`config.mk`:
```
export PLATFORM = sky130hd
export DESIGN_NAME = pic_intack_master_flat
export DESIGN_NICKNAME = d
export VERILOG_FILES = /design/src/rtl/pic_intack_master_if.sv /design/src/rtl/pic_intack_master.sv /design/src/flat_wrapper.sv
export SDC_FILE = /design/constraint.sdc
export NUM_CORES = 1
export LEC_CHECK = 0
export ABC_AREA = 0
export CAP_MARGIN = 10
export CORE_UTILIZATION = 45
export DETAILED_ROUTE_END_ITERATION = 10
export GPL_ROUTABILITY_DRIVEN = 0
export PLACE_DENSITY_LB_ADDON = 0.15
export SLEW_MARGIN = 25
export SYNTH_ARGS = -nofsm -noshare
export SYNTH_HDL_FRONTEND = slang
export SYNTH_SLANG_ARGS = --single-unit
```
`constraint.sdc`:
```
create_clock -name CLK -period 2.2 [get_ports CLK]
set_clock_uncertainty 0.1 [all_clocks]
set_input_delay 0.66 -clock CLK [delete_from_list [all_inputs] [get_ports CLK]]
set_output_delay 0.66 -clock CLK [all_outputs]
set_load 0.05 [all_outputs]
```
`src/rtl/pic_intack_master_if.sv`:
```
// Host-side 8259A bus: chip select, address, strobes and the split data bus.
// The master modport is the host initiator; the slave modport is the PIC side.
interface pic_intack_master_if;
    logic       CS_n;
    logic       A0;
    logic       WR_n;
    logic       RD_n;
    logic       INTA_n;
    logic [7:0] D_out;
    logic       D_oe;
    logic       INT;
    logic [7:0] D_in;

    modport master (
        output CS_n, A0, WR_n, RD_n, INTA_n, D_out, D_oe,
        input  INT, D_in
    );

    modport slave (
        input  CS_n, A0, WR_n, RD_n, INTA_n, D_out, D_oe,
        output INT, D_in
    );
endinterface

```
`src/rtl/pic_intack_master.sv`:
```
// Host initiator for an 8259A-style PIC: ICW programming, two-pulse INTA
// vector fetch and non-specific EOI, all sequenced by one FSM.
module pic_intack_master #(
    parameter int PULSE_W = 2,
    parameter int GAP_W   = 2
) (
    input  logic                       CLK,
    input  logic                       RESET,
    // Handshake: start_init and svc_done are single-cycle requests with no
    // ready; start_init is taken only in IDLE/READY and svc_done only in
    // VECWAIT, a request arriving in any other state is dropped.
    input  logic                       start_init,
    input  logic [7:0]                 cfg_icw1,
    input  logic [7:0]                 cfg_icw2,
    input  logic [7:0]                 cfg_icw3,
    input  logic [7:0]                 cfg_icw4,
    input  logic                       svc_done,
    output logic                       init_done,
    output logic                       vec_valid,
    output logic [7:0]                 vector,
    output logic                       busy,
    output logic [3:0]                 state_dbg,
    pic_intack_master_if.master        bus
);

    typedef enum logic [3:0] {
        IDLE    = 4'd0,
        W_SETUP = 4'd1,
        W_PULSE = 4'd2,
        W_HOLD  = 4'd3,
        W_GAP   = 4'd4,
        READY   = 4'd5,
        ACK1    = 4'd6,
        ACKGAP  = 4'd7,
        ACK2    = 4'd8,
        VECWAIT = 4'd9,
        EOI     = 4'd10
    } state_t;

    // Which write the shared W_* states are carrying; also the return target.
    typedef enum logic [2:0] {
        PH_ICW1 = 3'd0,
        PH_ICW2 = 3'd1,
        PH_ICW3 = 3'd2,
        PH_ICW4 = 3'd3,
        PH_EOI  = 3'd4
    } phase_t;

    localparam logic [7:0] PULSE_LAST = 8'(PULSE_W - 1);
    localparam logic [7:0] GAP_LAST   = 8'(GAP_W - 1);

    state_t     state, state_n;
    phase_t     phase, phase_n;
    logic [7:0] cnt, cnt_n;
    logic [7:0] icw1_q, icw2_q, icw3_q, icw4_q;
    logic       aeoi;
    logic       accept, capture, init_fin;
    logic [7:0] wr_data;
    logic       wr_a0;
    logic       cs_active;

    always_ff @(posedge CLK or posedge RESET) begin
        if (RESET) begin
            state     <= IDLE;
            phase     <= PH_ICW1;
            cnt       <= '0;
            icw1_q    <= '0;
            icw2_q    <= '0;
            icw3_q    <= '0;
            icw4_q    <= '0;
            aeoi      <= 1'b0;
            init_done <= 1'b0;
            vector    <= '0;
        end else begin
            state <= state_n;
            phase <= phase_n;
            cnt   <= cnt_n;
            if (accept) begin
                icw1_q    <= cfg_icw1;
                icw2_q    <= cfg_icw2;
                icw3_q    <= cfg_icw3;
                icw4_q    <= cfg_icw4;
                aeoi      <= cfg_icw1[0] & cfg_icw4[1];
                init_done <= 1'b0;
            end else if (init_fin) begin
                init_done <= 1'b1;
            end
            if (capture) begin
                vector <= bus.D_in;
            end
        end
    end

    always_comb begin
        state_n  = state;
        phase_n  = phase;
        accept   = 1'b0;
        capture  = 1'b0;
        init_fin = 1'b0;
        case (state)
            IDLE: begin
                if (start_init) begin
                    accept  = 1'b1;
                    phase_n = PH_ICW1;
                    state_n = W_SETUP;
                end
            end
            READY: begin
                if (start_init) begin
                    accept  = 1'b1;
                    phase_n = PH_ICW1;
                    state_n = W_SETUP;
                end else if (bus.INT) begin
                    state_n = ACK1;
                end
            end
            W_SETUP: state_n = W_PULSE;
            W_PULSE: if (cnt == PULSE_LAST) state_n = W_HOLD;
            W_HOLD:  state_n = W_GAP;
            W_GAP: begin
                if (cnt == GAP_LAST) begin
                    // ICW3 only in cascade mode (SNGL=0), ICW4 only when IC4=1.
                    case (phase)
                        PH_ICW1: begin
                            phase_n = PH_ICW2;
                            state_n = W_SETUP;
                        end
                        PH_ICW2: begin
                            if (!icw1_q[1]) begin
                                phase_n = PH_ICW3;
                                state_n = W_SETUP;
                            end else if (icw1_q[0]) begin
                                phase_n = PH_ICW4;
                                state_n = W_SETUP;
                            end else begin
                                init_fin = 1'b1;
                                state_n  = READY;
                            end
                        end
                        PH_ICW3: begin
                            if (icw1_q[0]) begin
                                phase_n = PH_ICW4;
                                state_n = W_SETUP;
                            end else begin
                                init_fin = 1'b1;
                                state_n  = READY;
                            end
                        end
                        PH_ICW4: begin
                            init_fin = 1'b1;
                            state_n  = READY;
                        end
                        default: state_n = READY;
                    endcase
                end
            end
            ACK1:   if (cnt == PULSE_LAST) state_n = ACKGAP;
            ACKGAP: if (cnt == GAP_LAST) state_n = ACK2;
            ACK2: begin
                if (cnt == PULSE_LAST) begin
                    capture = 1'b1;
                    state_n = VECWAIT;
                end
            end
            VECWAIT: if (svc_done) state_n = EOI;
            EOI: begin
                if (aeoi) begin
                    state_n = READY;
                end else begin
                    phase_n = PH_EOI;
                    state_n = W_SETUP;
                end
            end
            default: state_n = IDLE;
        endcase
        // Counter restarts on every state change, so each timed state sees 0 first.
        cnt_n = (state_n != state) ? 8'd0 : cnt + 8'd1;
    end

    always_comb begin
        wr_data = 8'h20;
        wr_a0   = 1'b0;
        case (phase)
            PH_ICW1: begin
                wr_data = {icw1_q[7:5], 1'b1, icw1_q[3:0]};
                wr_a0   = 1'b0;
            end
            PH_ICW2: begin
                wr_data = icw2_q;
                wr_a0   = 1'b1;
            end
            PH_ICW3: begin
                wr_data = icw3_q;
                wr_a0   = 1'b1;
            end
            PH_ICW4: begin
                wr_data = icw4_q;
                wr_a0   = 1'b1;
            end
            default: begin
                wr_data = 8'h20;
                wr_a0   = 1'b0;
            end
        endcase
    end

    // Bus outputs decode straight from the state register so RESET drops them at once.
    assign cs_active  = (state == W_SETUP) || (state == W_PULSE) || (state == W_HOLD);
    assign bus.CS_n   = ~cs_active;
    assign bus.A0     = cs_active & wr_a0;
    assign bus.WR_n   = ~(state == W_PULSE);
    assign bus.RD_n   = 1'b1;
    assign bus.INTA_n = ~((state == ACK1) || (state == ACK2));
    assign bus.D_out  = cs_active ? wr_data : 8'h00;
    assign bus.D_oe   = cs_active;

    assign vec_valid = (state == VECWAIT);
    assign busy      = !((state == IDLE) || (state == READY) || (state == VECWAIT));
    assign state_dbg = state;

endmodule

```
`src/flat_wrapper.sv`:
```
// flat-port wrapper written by rule: the top's interface ports become plain ports
module pic_intack_master_flat 
#(
    parameter int PULSE_W = 2,
    parameter int GAP_W   = 2
)
  (CLK, RESET, start_init, cfg_icw1, cfg_icw2, cfg_icw3, cfg_icw4, svc_done, init_done, vec_valid, vector, busy, state_dbg, bus_CS_n, bus_A0, bus_WR_n, bus_RD_n, bus_INTA_n, bus_D_out, bus_D_oe, bus_INT, bus_D_in);
  pic_intack_master_if bus_i ();
  input  logic CLK;
  input  logic RESET;
  input  logic start_init;
  input  logic [7:0] cfg_icw1;
  input  logic [7:0] cfg_icw2;
  input  logic [7:0] cfg_icw3;
  input  logic [7:0] cfg_icw4;
  input  logic svc_done;
  output logic init_done;
  output logic vec_valid;
  output logic [7:0] vector;
  output logic busy;
  output logic [3:0] state_dbg;
  output wire logic [$bits(bus_i.CS_n)-1:0] bus_CS_n;
  output wire logic [$bits(bus_i.A0)-1:0] bus_A0;
  output wire logic [$bits(bus_i.WR_n)-1:0] bus_WR_n;
  output wire logic [$bits(bus_i.RD_n)-1:0] bus_RD_n;
  output wire logic [$bits(bus_i.INTA_n)-1:0] bus_INTA_n;
  output wire logic [$bits(bus_i.D_out)-1:0] bus_D_out;
  output wire logic [$bits(bus_i.D_oe)-1:0] bus_D_oe;
  input wire logic [$bits(bus_i.INT)-1:0] bus_INT;
  input wire logic [$bits(bus_i.D_in)-1:0] bus_D_in;
  assign bus_CS_n = bus_i.CS_n;
  assign bus_A0 = bus_i.A0;
  assign bus_WR_n = bus_i.WR_n;
  assign bus_RD_n = bus_i.RD_n;
  assign bus_INTA_n = bus_i.INTA_n;
  assign bus_D_out = bus_i.D_out;
  assign bus_D_oe = bus_i.D_oe;
  assign bus_i.INT = bus_INT;
  assign bus_i.D_in = bus_D_in;
  pic_intack_master #(.PULSE_W(PULSE_W), .GAP_W(GAP_W)) u_core (.CLK(CLK), .RESET(RESET), .start_init(start_init), .cfg_icw1(cfg_icw1), .cfg_icw2(cfg_icw2), .cfg_icw3(cfg_icw3), .cfg_icw4(cfg_icw4), .svc_done(svc_done), .init_done(init_done), .vec_valid(vec_valid), .vector(vector), .busy(busy), .state_dbg(state_dbg), .bus(bus_i));
endmodule
```
==> run_results.csv <==
group,metric,value,unit
global_route,grt_pass1_vias,2616,
synthesis,ys_top_cells_by_area,"dfrtp_1, mux2_2, mux4_2",
floorplanning,die_h,85.0,um
route,highest_layer,"met4",
timing,rsz0062_at_grt,"true",
floorplanning,ios,74,
synthesis,yosysUniqueCellTypes,58,
route,via_per_inst,5.58,
synthesis,synthArstFlopShare,100,%
power,power_per_cell_area,1440,nW/um^2
floorplanning,row_count,29,
route,wl_met1,3370,um
setup_path,r2r_cells,7,
outcome,violations,"negative setup slack",
setup_path,cp.arrival,1.68,ns
finish,drive_above_1_share,48.8,%
synthesis,syn_nets,319,
route,drc,0,
route,route.antenna.remaining_nets,0,
route,avgRoutedWirePerCell,16.7,um
synthesis,yosysSeqAreaShare,45.2,%
outcome,status,"finished with violations",
synthesis,synth.top_cell.area_share,45.2,%
place,dp_slack,-0.325,ns
timing,worst_slack,-0.239,ns
global_route,grt_overflow,0,
setup_path,critical_path_required,1.44,ns
timing,setup_viol,12,
route,drtIter0Drc,108,
place,post-dp-hpwl,5140,um
route,dr_wl_met2,3890,um
cts,holdBufCountCts,0,
finish,syn_to_final_growth,52.5,%
setup_path,cp-start-kind,"flop",
timing,fin_crit_sh,111,%
global_route,grt_max_degree,57,
timing,final_max_slew_viol_count,0,
finish,utilization,72.8,%
cts,cts.sinks,56,
setup_path,worst-setup-path-type,"reg2out",
setup_path,cp_max_fo,8,
finish,antenna_cells,0,
cts,root_buffer,"clkbuf_8",
synthesis,avgSynthCellArea,11.4,um^2
timing,fin_hold_ws,0.412,ns
global_route,grt_use_total,21.7,%
synthesis,synth-seq-cells,56,
global_route,grt_pass1_wl,12400,um
synthesis,synth-edff-count,0,
cts,cts_tree,"done",
synthesis,ys.flop_type,"dfrtp_1",
floorplanning,floorplan.initialDensity,47.8,%
route,dr_total_vias,2588,
power,vdd_ir_drop_max,0.719,mV
global_route,antenna_found_initial,0,
synthesis,yosys_warnings,0,
finish,nets,434,
setup_path,r2r_slack,0.02,ns
place,portBuffers,71,
route,drt-pass1-iter-count,5,
route,route.met3.wl,387,um
cts,cts_buffers,5,
route,wl,7740,um
timing,tns,-2.13,ns
power,p_leak,2.06,nW
synthesis,netlist_area,3100,um^2
synthesis,syn_inst,272,
floorplanning,die_w,85.0,um
cts,insertion_delay,0.31,ns
setup_path,cp-end-kind,"output pin",
hold_path,holdPathStages,1,
cts,cts-htree-levels,2,
synthesis,synth_top_area_cell,"dfrtp_1",
timing,post-route-min-period,2.44,ns
hold_path,hp-class,"reg2reg",
timing,hold_viol_final,0,
job,drv_cap,0,
cts,clk_pin_slew,0.10,ns
floorplanning,die_area,7230,um^2
floorplanning,core-area,6490,um^2
cts,clockBufferDepth,2,
timing,max_freq,410,MHz
## Yosys cell counts, drive strengths merged, types with 7 or more instances
library cell	count
clkbuf	7
nand2	13
dfrtp	56
inv	10
mux2	39
o21ai	9
o311ai	7
nor2b	10
buf	9
mux4	7
a21oi	14
nor2	11
## stage by stage
stage	cell area, um^2	instances	total power, mW
floorplan	3230	272	4.33
global placement	4250	435	5.48
detailed placement	4250	435	5.58
CTS	4560	455	6.47
global route	4730	464	7.17
finish	4730	464	6.79
## flip-flops by register name, summed over array words and instances (netlist names)
name,count
u_core.cnt,8
u_core.icw2_q,8
u_core.icw3_q,8
u_core.icw4_q,8
u_core.vector,8
u_core.icw1_q,7
u_core.state_dbg,4
u_core.phase,3
u_core.aeoi,1
u_core.init_done,1
## path summary, 6_finish.rpt
check / start / to
worst max-delay path: u_core.state_dbg[3] / bus_D_out[4]
worst min-delay path: u_core.icw2_q[6] / u_core.icw2_q[6]
worst max register to register: u_core.state_dbg[0] / u_core.icw1_q[6]
worst min register to register: u_core.icw2_q[6] / u_core.icw2_q[6]
max in group asynchronous: RESET / u_core.phase[0]
min in group asynchronous: RESET / u_core.icw1_q[3]
## worst max-delay path, stage by stage, from the launching register on
cell	delay, ns
dfrtp_2	0.45
nor2_4	0.13
o21ai_4	0.07
or2_4	0.32
a211oi_4	0.23
buf_12	0.17
## power by group
part / total (mW) / switching [mW] / leakage (nW) / internal [mW]
clock network: 0.589 / 0.337 / 0.0473 / 0.252
logic: 4.47 / 2.26 / 1.31 / 2.22
registers: 1.73 / 0.294 / 0.700 / 1.44
## area by class of cell
class,count,area [um^2]
Timing Repair Buffer,124,1340
Clock buffer,6,82.6
Inverter,10,40.0
Fill cell,480,1760
Multi-Input combinational cell,190,1760
Sequential cell,56,1410
Clock inverter,1,8.76
Tap cell,77,96.3
## repair_timing
action / 4_1_cts / 5_1_grt
resized for setup: 26 / 22
setup endpoints to repair: 15 / 48
pin swaps: 9 / 6
gates cloned: 1 / 3
buffers inserted: 12 / 7
## cell usage in the layout, fill, tap and decap left out, drive strengths merged, types with 4 or more instances in the layout
| cell | synthesis | layout |
|---|---|---|
| clkbuf | 7 | 8 |
| mux4 | 7 | 7 |
| a21oi | 14 | 14 |
| o21ai | 9 | 9 |
| o311ai | 7 | 7 |
| xnor2 | 4 | 4 |
| inv | 10 | 10 |
| a211oi | 5 | 5 |
| nor2 | 11 | 11 |
| clkdlybuf4s50 | 0 | 42 |
| nand2b | 5 | 5 |
| and3 | 5 | 5 |
| o22ai | 4 | 4 |
| nand2 | 13 | 13 |
| mux2 | 39 | 39 |
| buf | 9 | 78 |
| dfrtp | 56 | 56 |
| nand3 | 4 | 4 |
| nor2b | 10 | 10 |
| a31oi | 4 | 4 |
## layer usage
metal	track usage, %	vias to the layer above
met3	5.16	10
li1	-	1237
met5	0	-
met2	36.4	80
met1	27.6	1261
met4	7.40	0
## cells by family after synthesis
family	Yosys count	share of synthesized area [%]
xor gates and xnor gates	7	1.98
other	1	0.121
adders and majority gates	2	0.806
muxes	48	20.3
DFF	56	45.2
AOI/OAI and AO/OA	61	13.8
and+or+nand+nor	71	13.5
buffers and inverters	26	4.35
No activity file was read; power rests on OpenSTA's default activity.
==> RTL edit, RTL diff (same flow settings) <==
Make the reset (`RESET`) synchronous in one clocked block.
--- a/src/rtl/pic_intack_master.sv
+++ b/src/rtl/pic_intack_master.sv
@@ -59,7 +59,7 @@
     logic       wr_a0;
     logic       cs_active;
 
-    always_ff @(posedge CLK or posedge RESET) begin
+    always_ff @(posedge CLK) begin
         if (RESET) begin
             state     <= IDLE;
             phase     <= PH_ICW1;
Check against the original RTL: differs if RESET is asserted again (counterexample within 4 cycles, from zero or initial values and one cycle with RESET high); with RESET held inactive, the same outputs for 10 cycles.
==> RTL edit against the original RTL <==
- the flow still finishes with violations (negative setup slack)
- critical path type unchanged
- synthesized area is 11% lower
- largest cell class unchanged
- worst setup slack improved by 0.054 ns
- design area fell by 13%
- sequential cell count unchanged
- synthesized cell count is 26% higher
- non-clock buffer count down 14
- routed wire length shrank 9.2%
- utilization fell by 3.2 points
Power is not compared: it rests on default switching activity, and its combinational part moved more than twofold at a synthesized area within 25%.
==> RTL edit: results (changes against the original RTL) <==
- Worst Hold Margin: 0.360 ns (-0.0521 ns)
- Buffering overhead: 0.268 (-0.0145)
- Fraction of area in multi-input gates: 0.405 (+0.0336)
- Async S/R FF share, synth: 0 (-1.00)
- The fill cell total of the finished layout is 487 (+1.5%).
- Detailed-route via count: 2693 (+4.1%)
* Cell types with the highest counts after synthesis: 68 x sky130_fd_sc_hd__nand2_1, 56 x sky130_fd_sc_hd__dfxtp_1, 40 x sky130_fd_sc_hd__a21oi_1, 27 x sky130_fd_sc_hd__nor2_1, 24 x sky130_fd_sc_hd__clkbuf_1
- Global routing met1 resource utilization: 0.278 (+0.00197)
- The register-to-register setup slack was -0.05 ns (-0.07 ns).
- The setup slack after placement was -0.544 ns (-0.219 ns).
- Number of logic inverters in the finished layout: 6 (-4)
- Number of unique standard cell types used by synthesis: 46 (-21%)
* Count of final setup violators: 12 (unchanged)
* Standard cell with the maximum stage delay on the critical path: sky130_fd_sc_hd__mux4_2
* Multi-input logic cell count: 253 (+33%)
- Worst path top cell family by delay: multiplexers
* Delay of the slowest critical-path stage: 0.52 ns (+0.07 ns)
- The cell area reported after detailed placement came to 0.00378 sq mm (-11%).
- Clk cell area share: 0.0219 (+0.00254)
- The met1 wire length came to 3150 um (-6.5%).
* Number of buffers created by CTS: 5 (unchanged)
- Area contributors post-synth: sky130_fd_sc_hd__dfxtp_1 40%, sky130_fd_sc_hd__nand2_1 9.2%, sky130_fd_sc_hd__a21oi_1 7.2%, sky130_fd_sc_hd__mux4_2 5.7%, sky130_fd_sc_hd__mux2i_1 4.0%
- Length of the first detailed-routing pass in iterations: 4 (-1)
* Worst Hold Launch: u_core.icw4_q[6]
- DRT Wirelength: 7020 um (-9.2%)
- Met2 Use GR: 0.390 (+0.0255)
* Number of nets in the layout: 479 (+10%)
- Met2 Routed Length: 3440 um (-11%)
- The number of warnings reported in the yosys synthesis log came to 0 (unchanged).
- Floorplan core area: 0.00592 sq mm (-8.8%)
* Clock buf count: 8 (+2)
- Run status: finished with violations
- The detailed route wirelength on metal3 is 351 um (-9.3%).
- Post-CTS Setup Repair Bufs: 11 (-1)
- Violations in the final reports: negative setup slack
- Yosys instantiated no cell more often than sky130_fd_sc_hd__nand2_1.
- The worst setup margin was -0.185 ns (+0.0543 ns).
- Signal routing reaches up to met4.
- The number of buffers other than clock buffers in the final layout is 110 (-11%).
- The net count of the mapped netlist came to 389 (+22%).
* End of the worst hold path: u_core.icw4_q[6]
* Number of global-route vias before repair: 2510 (-4.1%)
* Pin count of the biggest net entering global routing: 33 (-42%)
* Gr usage total: 0.224 (+0.00727)
* Maximum fanout along the worst path: 7 (-1)
- The number of resized instances in the post-cts repair step came to 31 (+19%).
- The count of endpoints failing hold in the final timing report was 0 (unchanged).
- The share of final-layout standard cells stronger than drive strength 1 was 0.268 (-0.220).
- The wire length of the first global-routing pass came to 11200 um (-9.3%).
- The met3 track demand over resource in global routing came to 0.0398 (-0.0118).
* DRC marker count from the first detailed-route iteration: 115 (+6.5%)
- The worst endpoint data arrival time came to 1.62 ns (-0.06 ns).
- The fraction of area in registers was 0.276 (-0.0217).
## RTL edit: changes by cell type in the layout (fill, tap and decap cells not counted), moves of 6 or more
| cell | before | now |
|---|---|---|
| sky130_fd_sc_hd__nand2_1 | 9 | 68 |
| sky130_fd_sc_hd__nand3_1 | 3 | 9 |
| sky130_fd_sc_hd__a21oi_1 | 12 | 40 |
| sky130_fd_sc_hd__buf_4 | 50 | 42 |
| sky130_fd_sc_hd__dfrtp_1 | 51 | 0 |
| sky130_fd_sc_hd__mux2i_1 | 1 | 9 |
| sky130_fd_sc_hd__dfxtp_1 | 0 | 51 |
| sky130_fd_sc_hd__nor2_1 | 4 | 22 |
| sky130_fd_sc_hd__mux2_2 | 39 | 1 |
## RTL edit: worst max-delay path by stage
stage	start	end	slack, ns	depth (start not counted)
6_report	u_core.phase[0]	bus_D_out[7]	-0.18	4
5_1_grt	u_core.phase[0]	bus_D_out[7]	-0.24	4
4_1_cts	u_core.phase[0]	bus_D_out[5]	-0.20	5
3_5_place_dp	start_init	u_core.cnt[7]	-0.54	6
3_3_place_gp	start_init	u_core.cnt[3]	-0.47	6
2_1_floorplan	u_core.state_dbg[1]	bus_D_out[4]	-0.39	6
## RTL edit: cell families after synthesis
group                    count (synthesis)  share of synthesized area
flip-flops                              56                      0.405
AO/OA/AOI/OAI                           65                      0.135
AND/OR/NAND/NOR                        160                      0.281
adder cells (fa/ha/maj)                  2                    0.00903
other                                    1                    0.00135
XOR/XNOR                                 6                     0.0190
multiplexers                            19                      0.101
buffers and inverters                   33                     0.0492
## RTL edit: through the flow
step                       util  instances  setup TNS, ns
after floorplan               -        342          -2.75
after global routing      0.696        508          -2.38
after detailed placement  0.638        488          -9.98
after CTS                 0.685        507          -1.71
final                     0.696        508          -1.48
after global placement    0.638        488          -8.68
